## src/rtl/evt_frame_scheduler.sv

```systemverilog
// LIN event-triggered frame slot scheduler: header request, response classification and,
// when EVT_COLL_RESOLVE_EN is defined, the collision-resolution poll of both slaves.
module evt_frame_scheduler #(
    parameter logic [5:0]  EVT_ID        = 6'h10,
    parameter logic [5:0]  UNCOND_FRAME1 = 6'h25,
    parameter logic [5:0]  UNCOND_FRAME2 = 6'h26,
    parameter logic [15:0] TIMEOUT_CYC   = 16'd200
) (
    input  logic       clk,
    input  logic       reset,
    input  logic       slot_start,
    output logic       hdr_req,
    output logic [7:0] hdr_pid,
    input  logic       hdr_ack,
    output logic       en_evenTrig_frame,
    input  logic       rx_valid,
    input  logic [9:0] rx_word,
    output logic       busy,
    output logic       collision_detected,
    output logic [1:0] served,
    output logic       timeout_err,
    output logic       resp_err,
    output logic       slot_done
);

    function automatic logic [7:0] lin_pid(input logic [5:0] id);
        logic p0;
        logic p1;
        p0 = id[0] ^ id[1] ^ id[2] ^ id[4];
        p1 = ~(id[1] ^ id[3] ^ id[4] ^ id[5]);
        return {p1, p0, id};
    endfunction

    localparam logic [7:0] EVT_PID = lin_pid(EVT_ID);
    localparam logic [5:0] POLL_ID [2] = '{UNCOND_FRAME1, UNCOND_FRAME2};

`ifdef EVT_COLL_RESOLVE_EN
    typedef enum logic [2:0] {
        S_IDLE, S_EVT_HDR, S_EVT_WAIT, S_RES1_HDR,
        S_RES1_WAIT, S_RES2_HDR, S_RES2_WAIT, S_DONE
    } state_t;
`else
    typedef enum logic [2:0] {
        S_IDLE, S_EVT_HDR, S_EVT_WAIT, S_DONE
    } state_t;
`endif

    state_t      state_q, state_d;
    logic [15:0] timer_q, timer_d;
    logic        coll_q, coll_d;
    logic [1:0]  served_q, served_d;
    logic        tmo_q, tmo_d;
    logic        rerr_q, rerr_d;

    logic [7:0]  poll_pid  [2];
    logic [9:0]  poll_word [2];
    logic [1:0]  rx_match;
    logic        timer_expired;

    // Expected frame word of each slave: stop bit, PID, start bit (LSB first on the wire).
    generate
        for (genvar gi = 0; gi < 2; gi++) begin : g_slave
            assign poll_pid[gi]  = lin_pid(POLL_ID[gi]);
            assign poll_word[gi] = {1'b1, poll_pid[gi], 1'b0};
            assign rx_match[gi]  = (rx_word == poll_word[gi]);
        end
    endgenerate

    assign timer_expired = (timer_q == (TIMEOUT_CYC - 16'd1));

    always_ff @(posedge clk or negedge reset) begin
        if (!reset) begin
            state_q  <= S_IDLE;
            timer_q  <= 16'd0;
            coll_q   <= 1'b0;
            served_q <= 2'b00;
            tmo_q    <= 1'b0;
            rerr_q   <= 1'b0;
        end else begin
            state_q  <= state_d;
            timer_q  <= timer_d;
            coll_q   <= coll_d;
            served_q <= served_d;
            tmo_q    <= tmo_d;
            rerr_q   <= rerr_d;
        end
    end

    always_comb begin
        state_d  = state_q;
        timer_d  = timer_q;
        coll_d   = coll_q;
        served_d = served_q;
        tmo_d    = tmo_q;
        rerr_d   = rerr_q;
        case (state_q)
            S_IDLE: begin
                if (slot_start) begin
                    state_d  = S_EVT_HDR;
                    coll_d   = 1'b0;
                    served_d = 2'b00;
                    tmo_d    = 1'b0;
                    rerr_d   = 1'b0;
                end
            end
            S_EVT_HDR: begin
                if (hdr_ack) begin
                    state_d = S_EVT_WAIT;
                    timer_d = 16'd0;
                end
            end
            S_EVT_WAIT: begin
                if (rx_valid) begin
                    if (rx_match[0]) begin
                        served_d[0] = 1'b1;
                        state_d     = S_DONE;
                    end else if (rx_match[1]) begin
                        served_d[1] = 1'b1;
                        state_d     = S_DONE;
                    end else begin
                        // Overlapping answers or a damaged frame both count as a collision.
                        coll_d = 1'b1;
`ifdef EVT_COLL_RESOLVE_EN
                        state_d = S_RES1_HDR;
`else
                        state_d = S_DONE;
`endif
                    end
                end else if (timer_expired) begin
                    state_d = S_DONE;
                end else begin
                    timer_d = timer_q + 16'd1;
                end
            end
`ifdef EVT_COLL_RESOLVE_EN
            S_RES1_HDR: begin
                if (hdr_ack) begin
                    state_d = S_RES1_WAIT;
                    timer_d = 16'd0;
                end
            end
            S_RES1_WAIT: begin
                if (rx_valid) begin
                    if (rx_match[0]) served_d[0] = 1'b1;
                    else             rerr_d      = 1'b1;
                    state_d = S_RES2_HDR;
                end else if (timer_expired) begin
                    tmo_d   = 1'b1;
                    state_d = S_RES2_HDR;
                end else begin
                    timer_d = timer_q + 16'd1;
                end
            end
            S_RES2_HDR: begin
                if (hdr_ack) begin
                    state_d = S_RES2_WAIT;
                    timer_d = 16'd0;
                end
            end
            S_RES2_WAIT: begin
                if (rx_valid) begin
                    if (rx_match[1]) served_d[1] = 1'b1;
                    else             rerr_d      = 1'b1;
                    state_d = S_DONE;
                end else if (timer_expired) begin
                    tmo_d   = 1'b1;
                    state_d = S_DONE;
                end else begin
                    timer_d = timer_q + 16'd1;
                end
            end
`endif
            S_DONE:  state_d = S_IDLE;
            default: state_d = S_IDLE;
        endcase
    end

    // Outputs are decoded from registered state only, so no input reaches an output combinationally.
    always_comb begin
        hdr_req           = 1'b0;
        hdr_pid           = 8'h00;
        en_evenTrig_frame = 1'b0;
        slot_done         = 1'b0;
        case (state_q)
            S_EVT_HDR: begin
                hdr_req = 1'b1;
                hdr_pid = EVT_PID;
            end
            S_EVT_WAIT: en_evenTrig_frame = 1'b1;
`ifdef EVT_COLL_RESOLVE_EN
            S_RES1_HDR: begin
                hdr_req = 1'b1;
                hdr_pid = poll_pid[0];
            end
            S_RES2_HDR: begin
                hdr_req = 1'b1;
                hdr_pid = poll_pid[1];
            end
`endif
            S_DONE:  slot_done = 1'b1;
            default: ;
        endcase
    end

    assign busy               = (state_q != S_IDLE);
    assign collision_detected = coll_q;
    assign served             = served_q;
    assign timeout_err        = tmo_q;
    assign resp_err           = rerr_q;

endmodule

```

## config.mk

```make
export PLATFORM = sky130hd
export DESIGN_NAME = evt_frame_scheduler
export DESIGN_NICKNAME = d
export VERILOG_FILES = /design/src/rtl/evt_frame_scheduler.sv
export SDC_FILE = /design/constraint.sdc
export NUM_CORES = 1
export LEC_CHECK = 0
export ABC_AREA = 1
export ABC_CLOCK_PERIOD_IN_PS = 1700
export BUFFER_PORTS_ARGS = -buffer_cell sky130_fd_sc_hd__buf_2
export CAP_MARGIN = 20
export CORE_MARGIN = 4
export CORE_UTILIZATION = 38
export CTS_BUF_LIST = sky130_fd_sc_hd__clkbuf_4
export CTS_CLUSTER_DIAMETER = 60
export DETAILED_ROUTE_END_ITERATION = 7
export PLACE_DENSITY = 0.61
export SLEW_MARGIN = 20
export SYNTH_ARGS = -nofsm -noshare
export SYNTH_HDL_FRONTEND = slang
export SYNTH_SLANG_ARGS = --single-unit
```

## constraint.sdc

```tcl
create_clock -name clk -period 1.7 [get_ports clk]
set_clock_uncertainty 0.2 [all_clocks]
set_input_delay 0.255 -clock clk [delete_from_list [all_inputs] [get_ports clk]]
set_output_delay 0.255 -clock clk [all_outputs]
set_load 0.05 [all_outputs]
```

**Word level (Yosys, flattened, before mapping)**

Index checks and enable logic that the tools add are counted.

- Eq/ne operators: 16
- Multiplexer cells: 24
- Reductions and logical operators: 9
- Add/subtract/negate cells: 1

Operators with widths:

| cell | number |
|---|---|
| 16-bit two-way mux | 3 |
| 16-bit case mux with 2 select lines | 1 |
| 10-bit equality test (second input constant) | 2 |
| 2-bit inequality test (second input constant) | 9 |
| 16-bit by 1-bit adder with 16-bit output (second input constant) | 1 |
| 16-bit by 8-bit equality test with 1-bit output (second input constant) | 1 |
| 3-bit two-way mux | 4 |
| 1-bit two-way mux | 10 |
| 5-bit AND reduction | 2 |
| 3-bit case mux with 3 select lines | 1 |
| 4-bit AND reduction | 2 |
| 7-bit two-way mux | 1 |
| 3-bit by 2-bit equality test with 1-bit output (second input constant) | 2 |
| 2-bit two-way mux | 2 |
| 2-bit case mux with 2 select lines | 1 |
| 2-bit nonzero test | 2 |
| 3-bit by 1-bit equality test with 1-bit output (second input constant) | 1 |
| 3-bit zero test | 1 |
| 3-bit inequality test (second input constant) | 1 |
| 3-bit AND reduction | 1 |
| 3-bit nonzero test | 1 |
| 1-bit case mux with 2 select lines | 1 |

- Flip-flop bits (word level): 22
- Output and inout bits: 17
- Bits of input ports: 15

**Longest topological paths before layout**

- Depth in word-level cells: 5
- Gate-level depth with buffers: 11

**Least setup slack after synthesis**

Ideal clock, no wire load.

- Path kind: reg2reg
- From: register state_q[0]
- To: register timer_q[2]
- Path buffers: 2
- Library setup time: 65 ps
- Slack: -439 ps
- Data required time: 1435 ps
- Data arrival time: 1874 ps
- Stages on the path, launching flop included: 11
- Cells stage by stage: dfrtp_1 > inv_1 > ha_1 > buf_4 > inv_2 > a21oi_4 > inv_1 > a21oi_2 > buf_4 > nand2_1 > nand2_1

- Cells in the longest elaborated chain, start to end: 3
- Elaborated cells on any way between the ends: 8
- Those cells by class: eq/ne (5); mux (1); reduce/logical (2)

RTL lines:

| element | line | source |
|---|---|---|
| from (decl) | 48 | `state_t state_q, state_d;` |
| from (signal assigned) | 80 | `state_q <= state_d;` |
| 3-bit by 2-bit equality test with 1-bit output / 3-bit by 1-bit equality test with 1-bit output (equally long branches) | 96 | `case (state_q)` |
| 2-bit inequality test (no source line) / 2-bit nonzero test (equally long branches) | n/a |  |
| 4-bit AND reduction (no source line) | n/a |  |
| to (signal assigned) | 81 | `timer_q <= timer_d;` |
| to (decl) | 49 | `logic [15:0] timer_q, timer_d;` |

Parallel ways exist; a longest one is shown, timed or not.
A chain may end at the register's enable or synchronous reset.

**Worst setup path in the final report**

- From: register state_q[0]
- To: output hdr_pid[6]

- Cells in the longest elaborated chain, start to end: 2

RTL lines:

| element | line | source |
|---|---|---|
| 3-bit by 1-bit equality test with 1-bit output | 184 | `case (state_q)` |
| 7-bit two-way mux | 184 |  |
| to (decl) | 13 | `output logic [7:0] hdr_pid,` |

Every way passes these cells.

==> impl_metrics.csv <==
group,metric,value,unit
clocking,clkLatencyLatePin,0.31,ns
power_and_ir_drop,peakVddDrop,0.9394,mV
routing,routed_via_density,4.659,
sta,hold_slack,0.1733,ns
routing,wl_met1,1851,µm
layout,final_cells,334,
global_route,grt_pass1_vias,1441,
clocking,cts.sinks,21,
global_route,grt_overflow,0,
routing,num_vias,1556,
clocking,numCtsBuffers,3,
floorplan,dieArea,5354,µm²
clocking,cts_htree_levels,1,
flow_run,drv_cap,0,
power_and_ir_drop,p_leak,0.9923,nW
routing,dr.pass1.iters,4,
floorplan,die_w,73.17,µm
synth,synth_cell_types,29,
clocking,clock_path_buffers,2,
worst_hold_path,min_path_type,"in2reg",
clocking,tritoncts,"done",
sta,slew_violations,0,
layout,multi_input_area,1042,µm²
critical_path,arrival,1.26,ns
routing,drc,0,
layout,num_antenna_cells,0,
floorplan,num_rows,23,
power_and_ir_drop,swShare,50.50,%
floorplan,coreArea,4058,µm²
synth,synth-seq-cells,21,
clocking,path_clk_slew,0.12,ns
clocking,root_buffer,"clkbuf_4",
placed_design,hpwl,2813,µm
critical_path,worst_setup_path_start_kind,"flip-flop",
sta,fin_crit,1.713,ns
layout,n_fill_cell,407,
critical_path,critical_path_class,"reg2out",
layout,area_growth,27.60,%
critical_path,crit_path_max_fanout,4,
sta,finalCritPeriodShare,100.8,%
routing,wl_met3,98,µm
placed_design,numPlacedInstances,326,
floorplan,initial_core_util,39.78,%
sta,rsz0062_at_grt,"true",
global_route,grt_max_degree,22,
power_and_ir_drop,comb_power_share,69.2,%
synth,yosysWarnings,0,
outcome,violations,"negative setup slack",
layout,utilization,50.76,%
global_route,grt_pass1_wl,6410,µm
synth,syn_inst,247,
critical_path,cp-end-kind,"output pin",
floorplan,die_h,73.17,µm
layout,final_cell_area,2059,µm²
sta,layout_setup_ws,-0.01275,ns
routing,drt-total-wl,3739,µm
layout,layout-drive-gt1-share,27.11,%
sta,setup-violations-final,4,
routing,initialDrtViolationCount,65,
power_and_ir_drop,seqPwrFrac,21.7,%
layout,register_area,526.8,µm²
placed_design,io_buffers,23,
routing,postRouteAntennaNets,0,
routing,highest_layer,"met4",
synth,synth_area_leaders,"dfrtp_1 33%, nand2_1 22%, nor2_1 10%, buf_4 5.6%, inv_1 4.4%",
power_and_ir_drop,power.internal,1.478,mW
routing,wl_met2,1753,µm
power_and_ir_drop,p_sw,1.507,mW
synth,syn_area_per_cell,6.535,µm²
sta,fmax,0.5839,GHz
power_and_ir_drop,power_frac_clock,9.1,%
global_route,antenna_found_initial,0,
synth,synth_top_area_share,32.56,%
synth,ys_seq_area_share,32.56,%
floorplan,pin_count,32,
synth,yosysTopAreaCell,"dfrtp_1",
critical_path,worstPathRequired,1.24,ns
synth,syn_area,1614,µm²
power_and_ir_drop,p_per_area,1449,nW/µm²
placed_design,placed_cell_area,1847,µm²
outcome,status,"finished, violations left",
placed_design,dp_slack,0.02416,ns
layout,fin_nets,305,
placed_design,gp_congestion,0.8598,
global_route,track_usage,15.15,%
routing,wl_per_cell,11.19,µm
sta,hold_violations,0,
-- critical path: stages, from the launching register on --
cell and delay [ns]:
dfrtp_2 0.46, buf_6 0.14, ha_4 0.17, buf_4 0.19
-- layout make-up --
| cell class | instances | area share [%] |
|---|---|---|
| inverters | 22 | 4.678 |
| multi-input cells | 197 | 50.61 |
| repair buffers | 40 | 14.64 |
| well taps | 50 | 3.038 |
| clock buffers | 4 | 1.458 |
| flip-flops and latches | 21 | 25.58 |
-- synthesized netlist by cell type (all sizes together) --
cell type,instances
inv,21
o21bai,3
nand3b,1
nand2,98
nor3b,1
nor3,2
clkinv,1
a21oi,3
clkbuf,1
dfrtp,21
or2,1
ha,5
nand4,10
nor2,46
xnor2,1
buf,13
o22ai,1
nand3,11
o21ai,1
conb,1
xor2,4
o31ai,1
-- flip-flops by register name (all words and copies together) (netlist names) --
name,cells
timer_q,16
collision_detected,1
served,2
state_q,2
-- final timing paths --
path / from / cells past startpoint / slack [ns] / end
hold reg to reg: collision_detected / 2 / 0.30 / collision_detected
min in group asynchronous: reset / 2 / 0.21 / timer_q[12]
max in group asynchronous: reset / 2 / 0.72 / state_q[0]
setup / recovery: state_q[0] / 3 / -0.01 / hdr_pid[6]
setup reg to reg: state_q[0] / 10 / 0.02 / timer_q[15]
hold / removal: slot_start / 4 / 0.17 / state_q[1]
-- routing by layer --
layer / vias to the layer above / track usage (%)
met5: - / 0
met4: 0 / 4.508
met3: 4 / 2.893
met2: 17 / 24.63
met1: 705 / 20.29
li1: 830 / -
-- power by group through the flow --
stage / Clock, mW / Combinational (mW) / Sequential [mW]
after global placement: 0 / 1.63 / 0.656
after global routing: 0.298 / 2.24 / 0.659
final: 0.271 / 2.07 / 0.648
after floorplan: 0 / 1.20 / 0.799
after CTS: 0.284 / 1.85 / 0.641
after detailed placement: 0 / 1.64 / 0.659
-- through the flow --
stage | total power, mW | setup TNS [ns]
2_1_floorplan | 1.994 | -2.017
3_3_place_gp | 2.285 | 0
3_5_place_dp | 2.301 | 0
4_1_cts | 2.771 | -0.01933
5_1_grt | 3.193 | -1.110
6_report | 2.985 | -0.04083
-- cells by family after synthesis --
logic type      count (synthesis)  synth area share, %
xor+xnor                        5                2.713
fa+ha+maj                       5                3.876
flops                          21                32.56
other cells                     1               0.2323
buf+inv                        36                11.63
compound gates                  9                4.419
simple gates                  170                44.57
-- repair_timing --
item	in CTS	in global routing
buffers inserted	2	1
resized for setup	17	28
endpoints found under the hold margin	21	0
setup endpoints to repair	9	26
pin swaps	0	4
hold buffers	1	0
-- cells in the final DEF, fill, tap and decap left out, types with 5 or more instances in the layout --
cell,n
buf_6,7
conb_1,8
inv_1,13
nand4_1,10
nand3_1,9
nor2_1,39
buf_2,17
nor2_2,5
buf_4,13
nand2_1,89
nand2_2,6
dfrtp_1,20
(Power assumes the default switching activity.)
